--- config.mk ---
export PLATFORM = sky130hd
export DESIGN_NAME = fetch_dispatch_fsm_flat
export DESIGN_NICKNAME = d
export VERILOG_FILES = /design/src/rtl/fetch_dispatch_if.sv /design/src/rtl/fetch_dispatch_fsm.sv /design/src/flat_wrapper.sv
export SDC_FILE = /design/constraint.sdc
export NUM_CORES = 1
export LEC_CHECK = 0
export CAP_MARGIN = 15
export CORE_MARGIN = 4
export CORE_UTILIZATION = 40
export CTS_BUF_LIST = sky130_fd_sc_hd__clkbuf_4 sky130_fd_sc_hd__clkbuf_8
export DETAILED_ROUTE_END_ITERATION = 10
export HOLD_SLACK_MARGIN = 0.12
export PLACE_DENSITY = 0.65
export SKIP_LAST_GASP = 1
export SLEW_MARGIN = 0
export SYNTH_ARGS = -nofsm -noshare
export SYNTH_HDL_FRONTEND = slang
export SYNTH_SLANG_ARGS = --single-unit
export TNS_END_PERCENT = 100
--- constraint.sdc ---
create_clock -name clk -period 3.3 [get_ports clk]
set_clock_uncertainty 0.05 [all_clocks]
set_input_delay 0.33 -clock clk [delete_from_list [all_inputs] [get_ports clk]]
set_output_delay 0.33 -clock clk [all_outputs]
set_load 0.01 [all_outputs]
--- src/rtl/fetch_dispatch_if.sv ---
// fetch_dispatch_if: memory fetch handshake plus dispatch bus between the fetch/dispatch FSM and its neighbours.
interface fetch_dispatch_if #(parameter int PC_W = 8);
    logic            mfc;
    logic [15:0]     instr;
    logic [6:0]      done_vec;
    logic [PC_W-1:0] mem_addr;
    logic            mem_read;
    logic [6:0]      next_fsm;
    logic [5:0]      para1;
    logic [5:0]      para2;
    logic [PC_W-1:0] pc;
    logic            halted;
    logic [1:0]      err_code;
    modport master (
        input  mfc, instr, done_vec,
        output mem_addr, mem_read, next_fsm, para1, para2, pc, halted, err_code
    );
    modport slave (
        output mfc, instr, done_vec,
        input  mem_addr, mem_read, next_fsm, para1, para2, pc, halted, err_code
    );
endinterface

--- src/rtl/fetch_dispatch_fsm.sv ---
// fetch_dispatch_fsm: fetches an instruction, decodes its opcode into a one-hot start pulse
// for the execution FSMs, then waits for the matching completion (or times out into HALT).
module fetch_dispatch_fsm #(
    parameter int PC_W    = 8,
    parameter int TIMEOUT = 64
) (
    input  logic               clk,
    input  logic               rst_n,
    fetch_dispatch_if.master   bus_if
);
    localparam int CW = $clog2(TIMEOUT);
    typedef enum logic [2:0] {IDLE, FETCH, DECODE, WAIT, HALT} state_t;
    state_t          state_q, state_d;
    logic [PC_W-1:0] pc_q, pc_d, mem_addr_q, mem_addr_d;
    logic            mem_read_q, mem_read_d, halted_q, halted_d;
    logic [15:0]     ir_q, ir_d;
    logic [5:0]      para1_q, para1_d, para2_q, para2_d;
    logic [6:0]      next_fsm_q, next_fsm_d, code_q, code_d, dec;
    logic [CW-1:0]   cnt_q, cnt_d;
    logic [1:0]      err_q, err_d;
    logic [3:0]      op;
    assign op  = ir_q[15:12];
    // A zero code marks the halting opcodes 0000, 1110 and 1111.
    assign dec = (op >= 4'd1 && op <= 4'd6) ? 7'b0000001 :
                 (op == 4'd8 || op == 4'd9) ? 7'b0000010 :
                 (op == 4'd7)               ? 7'b0000100 :
                 (op == 4'd10)              ? 7'b0001000 :
                 (op == 4'd11)              ? 7'b0010000 :
                 (op == 4'd12)              ? 7'b0100000 :
                 (op == 4'd13)              ? 7'b1000000 : 7'b0000000;
    always_comb begin
        state_d    = state_q;
        pc_d       = pc_q;
        mem_addr_d = mem_addr_q;
        mem_read_d = mem_read_q;
        halted_d   = halted_q;
        ir_d       = ir_q;
        para1_d    = para1_q;
        para2_d    = para2_q;
        next_fsm_d = next_fsm_q;
        code_d     = code_q;
        cnt_d      = cnt_q;
        err_d      = err_q;
        case (state_q)
            IDLE: begin
                state_d    = FETCH;
                mem_read_d = 1'b1;
                mem_addr_d = pc_q;
            end
            FETCH: if (bus_if.mfc) begin
                state_d    = DECODE;
                ir_d       = bus_if.instr;
                mem_read_d = 1'b0;
                pc_d       = pc_q + 1'b1;
            end
            DECODE: begin
                para1_d    = ir_q[11:6];
                para2_d    = ir_q[5:0];
                state_d    = (dec != 7'b0) ? WAIT : HALT;
                next_fsm_d = (dec != 7'b0) ? dec : 7'b1111111;
                err_d      = (dec != 7'b0) ? 2'b00 : 2'b01;
                halted_d   = (dec == 7'b0);
                code_d     = dec;
                cnt_d      = '0;
            end
            WAIT: begin
                next_fsm_d = 7'b0000000;
                cnt_d      = cnt_q + 1'b1;
                // Completion is tested first so it beats a coincident timeout.
                if ((bus_if.done_vec & code_q) != 7'b0) begin
                    state_d    = FETCH;
                    mem_read_d = 1'b1;
                    mem_addr_d = pc_q;
                end else if (cnt_q == CW'(TIMEOUT - 1)) begin
                    state_d    = HALT;
                    next_fsm_d = 7'b1111111;
                    err_d      = 2'b10;
                    halted_d   = 1'b1;
                end
            end
            default: begin
                mem_read_d = 1'b0;
                halted_d   = 1'b1;
                next_fsm_d = 7'b1111111;
            end
        endcase
    end
    always_ff @(posedge clk or negedge rst_n) begin
        if (!rst_n) begin
            state_q    <= IDLE;
            pc_q       <= '0;
            mem_addr_q <= '0;
            mem_read_q <= 1'b0;
            halted_q   <= 1'b0;
            ir_q       <= '0;
            para1_q    <= '0;
            para2_q    <= '0;
            next_fsm_q <= '0;
            code_q     <= '0;
            cnt_q      <= '0;
            err_q      <= '0;
        end else begin
            state_q    <= state_d;
            pc_q       <= pc_d;
            mem_addr_q <= mem_addr_d;
            mem_read_q <= mem_read_d;
            halted_q   <= halted_d;
            ir_q       <= ir_d;
            para1_q    <= para1_d;
            para2_q    <= para2_d;
            next_fsm_q <= next_fsm_d;
            code_q     <= code_d;
            cnt_q      <= cnt_d;
            err_q      <= err_d;
        end
    end
    assign bus_if.mem_addr = mem_addr_q;
    assign bus_if.mem_read = mem_read_q;
    assign bus_if.next_fsm = next_fsm_q;
    assign bus_if.para1    = para1_q;
    assign bus_if.para2    = para2_q;
    assign bus_if.pc       = pc_q;
    assign bus_if.halted   = halted_q;
    assign bus_if.err_code = err_q;
endmodule

--- src/flat_wrapper.sv ---
// flat-port wrapper written by rule: the top's interface ports become plain ports
module fetch_dispatch_fsm_flat 
#(
    parameter int PC_W    = 8,
    parameter int TIMEOUT = 64
)
  (clk, rst_n, bus_if_mfc, bus_if_instr, bus_if_done_vec, bus_if_mem_addr, bus_if_mem_read, bus_if_next_fsm, bus_if_para1, bus_if_para2, bus_if_pc, bus_if_halted, bus_if_err_code);
  fetch_dispatch_if #(.PC_W(PC_W)) bus_if_i ();
  input  logic clk;
  input  logic rst_n;
  input wire logic [$bits(bus_if_i.mfc)-1:0] bus_if_mfc;
  input wire logic [$bits(bus_if_i.instr)-1:0] bus_if_instr;
  input wire logic [$bits(bus_if_i.done_vec)-1:0] bus_if_done_vec;
  output wire logic [$bits(bus_if_i.mem_addr)-1:0] bus_if_mem_addr;
  output wire logic [$bits(bus_if_i.mem_read)-1:0] bus_if_mem_read;
  output wire logic [$bits(bus_if_i.next_fsm)-1:0] bus_if_next_fsm;
  output wire logic [$bits(bus_if_i.para1)-1:0] bus_if_para1;
  output wire logic [$bits(bus_if_i.para2)-1:0] bus_if_para2;
  output wire logic [$bits(bus_if_i.pc)-1:0] bus_if_pc;
  output wire logic [$bits(bus_if_i.halted)-1:0] bus_if_halted;
  output wire logic [$bits(bus_if_i.err_code)-1:0] bus_if_err_code;
  assign bus_if_i.mfc = bus_if_mfc;
  assign bus_if_i.instr = bus_if_instr;
  assign bus_if_i.done_vec = bus_if_done_vec;
  assign bus_if_mem_addr = bus_if_i.mem_addr;
  assign bus_if_mem_read = bus_if_i.mem_read;
  assign bus_if_next_fsm = bus_if_i.next_fsm;
  assign bus_if_para1 = bus_if_i.para1;
  assign bus_if_para2 = bus_if_i.para2;
  assign bus_if_pc = bus_if_i.pc;
  assign bus_if_halted = bus_if_i.halted;
  assign bus_if_err_code = bus_if_i.err_code;
  fetch_dispatch_fsm #(.PC_W(PC_W), .TIMEOUT(TIMEOUT)) u_core (.clk(clk), .rst_n(rst_n), .bus_if(bus_if_i));
endmodule
==> impl_metrics.env <==
export IMPL_setup_slack_ns=1.23
export IMPL_yosys_cell_count_top_type="dfrtp_1"
export IMPL_r2r_start="u_core.state_q[2]"
export IMPL_stdcell_count=437
export IMPL_clock_sinks=71
export IMPL_place_inst=421
export IMPL_cts_setup_buffers=0
export IMPL_setup_viol=0
export IMPL_fin_nets=361
export IMPL_synth_enable_flop_cells=0
export IMPL_cts_root_buffer_cell="clkbuf_8"
export IMPL_yosysSeqAreaShare=0.595
export IMPL_numCtsBuffers=9
export IMPL_fillers=671
export IMPL_worst_endpoint_required_ns=3.46
export IMPL_cts_buffer_depth=2
export IMPL_first_iter_violations=119
export IMPL_whs_ns=0.133
export IMPL_max_freq_mhz=484
export IMPL_rsz0062_at_grt="false"
export IMPL_dpl_cell_area_um2=3720
export IMPL_gp_congestion=0.821
export IMPL_final_util=0.546
export IMPL_maxSlewHeadroom=0.409
export IMPL_die_width_um=94.4
export IMPL_die_area_um2=8920
export IMPL_synthesis_nets=297
export IMPL_cts_tree="built"
export IMPL_antenna_cells=0
export IMPL_wl_um=6220
export IMPL_viasPerCell=4.97
export IMPL_crit_fanout=15
export IMPL_synthToLayoutAreaGrowth_pct=32.6
export IMPL_setup_tns_ns=0
export IMPL_synth_warnings=0
export IMPL_fin_crit_sh=0.626
export IMPL_ctsResizeCount=0
export IMPL_ios=65
export IMPL_synth_cells=269
export IMPL_initial_core_util=0.412
export IMPL_port_buffers=64
export IMPL_critPathCaptureType="flop"
export IMPL_grt_max_degree=72
export IMPL_core_area_um2=7250
export IMPL_synth_flop_cell="dfrtp_1"
export IMPL_rows=31
export IMPL_drive_gt1_frac=0.166
export IMPL_peakVddDrop_mv=0.253
export IMPL_ys_types=43
export IMPL_grt_use_total=0.150
export IMPL_reg2reg_depth=3
export IMPL_drc=0
export IMPL_drtPass1Iterations=4
export IMPL_fin_crit_ns=2.07
export IMPL_grt_overflow_total=0
export IMPL_p_leak_nw=1.84
export IMPL_synth_area_per_cell_um2=11.1
export IMPL_powerDensity_nw_per_um2=440
export IMPL_synthTopCellsByArea="dfrtp_1 59%, mux2_2 9.4%, nand2_1 7.7%, nor2_1 1.8%, xnor2_1 1.5%"
export IMPL_fp_dieH_um=94.4
export IMPL_tightest_slew_ns=0.887
export IMPL_ys_seq_elements=71
export IMPL_final_area_um2=3960
export IMPL_hold_violations=0
export IMPL_num_vias=2171
export IMPL_critPathKind="flop to flop"
export IMPL_yosysTopAreaCell="dfrtp_1"
export IMPL_routedWlPerCell_um=14.2
export IMPL_cp_arrival_ns=2.23
export IMPL_status="completed"
export IMPL_maxSlewViolCount=0
export IMPL_regArea_um2=1780
export IMPL_synth_top_cell_area_share=0.595
export IMPL_synthTopCellsByCount="71 x dfrtp_1, 61 x nand2_1, 25 x mux2_2"
export IMPL_start_kind="flop"
export IMPL_grt_pass1_wl_um=10500
export IMPL_first_global_vias=2184
export IMPL_netlist_area_um2=2990
export IMPL_ant_nets=0
export IMPL_maxCapViolations=0
export IMPL_finalPower_mw=1.74
export IMPL_min_path_type="input port to asynchronous set/reset pin"
export IMPL_multi_input_area_um2=1150
export IMPL_dp_hpwl_um=4360
export IMPL_clock_latency_ns=0.33
export IMPL_clk_pin_slew_ns=0.07
export IMPL_antenna_found_initial=0
export IMPL_async_reset_ff_frac=1.00
export IMPL_pre_cts_ws_ns=0.994
export IMPL_htreeDepth=3
export IMPL_rrSetupSlack_ns=1.23
export IMPL_r2r_end="u_core.ir_q[12]"
export IMPL_ctsHoldBuffers=0
worst max path at each step:
| stage | start | to | slack (ns) | cells past startpoint |
|---|---|---|---|---|
| after floorplan | u_core.state_q[2] | u_core.bus_if.next_fsm[0] | 1.53 | 5 |
| after global placement | bus_if_mfc | u_core.ir_q[1] | 0.98 | 4 |
| after detailed placement | bus_if_mfc | u_core.ir_q[4] | 0.99 | 4 |
| after CTS | u_core.state_q[2] | u_core.ir_q[12] | 1.22 | 3 |
| after global routing | u_core.state_q[2] | u_core.ir_q[12] | 1.09 | 3 |
| final | u_core.state_q[2] | u_core.ir_q[12] | 1.23 | 3 |
cells by family (layout without fill, tap and decap cells):
kind of cell,Yosys count,in the layout,synth area share
multiplexers,27,27,0.101
flip-flops,71,71,0.595
buffers and inverters,17,86,0.0260
XOR/XNOR,8,8,0.0235
AO/OA/AOI/OAI,32,32,0.0704
AND/OR/NAND/NOR,112,112,0.176
adder cells (fa/ha/maj),2,2,0.00837
layout make-up:
type                            count  share of cell area
Clock buffer                       10              0.0332
Clock inverter                      6              0.0275
Inverter                            2             0.00189
Multi-Input combinational cell    181               0.290
Sequential cell                    71               0.448
Tap cell                           99              0.0313
Timing Repair Buffer               68               0.168
critical path, stage by stage (launching register included):
cell,delay [ns]
dfrtp_1,0.55
nor4bb_4,0.64
buf_4,0.34
mux2_2,0.36
placed cells by master, fill, tap and decap left out, types with 3 or more instances in the layout:
master | synthesis | final
dfrtp_1 | 71 | 71
clkdlybuf4s50_1 | 0 | 63
nand2_1 | 61 | 61
mux2_2 | 25 | 25
nor2_1 | 14 | 14
clkbuf_8 | 0 | 9
nand3_1 | 8 | 8
o21ai_0 | 8 | 8
a21oi_1 | 7 | 7
xnor2_1 | 5 | 5
nand4_1 | 5 | 5
and3_1 | 4 | 4
nor3_1 | 4 | 4
buf_4 | 0 | 4
or2_2 | 3 | 3
a31oi_1 | 3 | 3
xor2_1 | 3 | 3
bufinv_16 | 0 | 3
flip-flops by register name, summed over array words and instances (netlist names):
name                    cells
u_core.code_q               7
u_core.bus_if.mem_read      1
u_core.bus_if.para1         6
u_core.bus_if.mem_addr      8
u_core.bus_if.pc            8
u_core.bus_if.halted        1
u_core.bus_if.para2         6
u_core.bus_if.next_fsm      7
u_core.ir_q                16
u_core.cnt_q                6
u_core.state_q              3
u_core.bus_if.err_code      2
power by group:
part           internal, mW  switching, mW  total (mW)
Sequential            0.870              0       0.870
Clock                 0.509          0.316       0.825
Combinational        0.0265         0.0209      0.0474
layer usage:
metal	routed length (um)	vias to the layer above	part of all wire	global-route usage
li1	-	1056	-	-
met4	106	0	0.017	0.0542
met5	0	-	0	0
met2	2990	55	0.48	0.233
met1	2850	1049	0.46	0.209
met3	278	11	0.045	0.0287
Note: power is estimated with default switching activity, not from simulation.
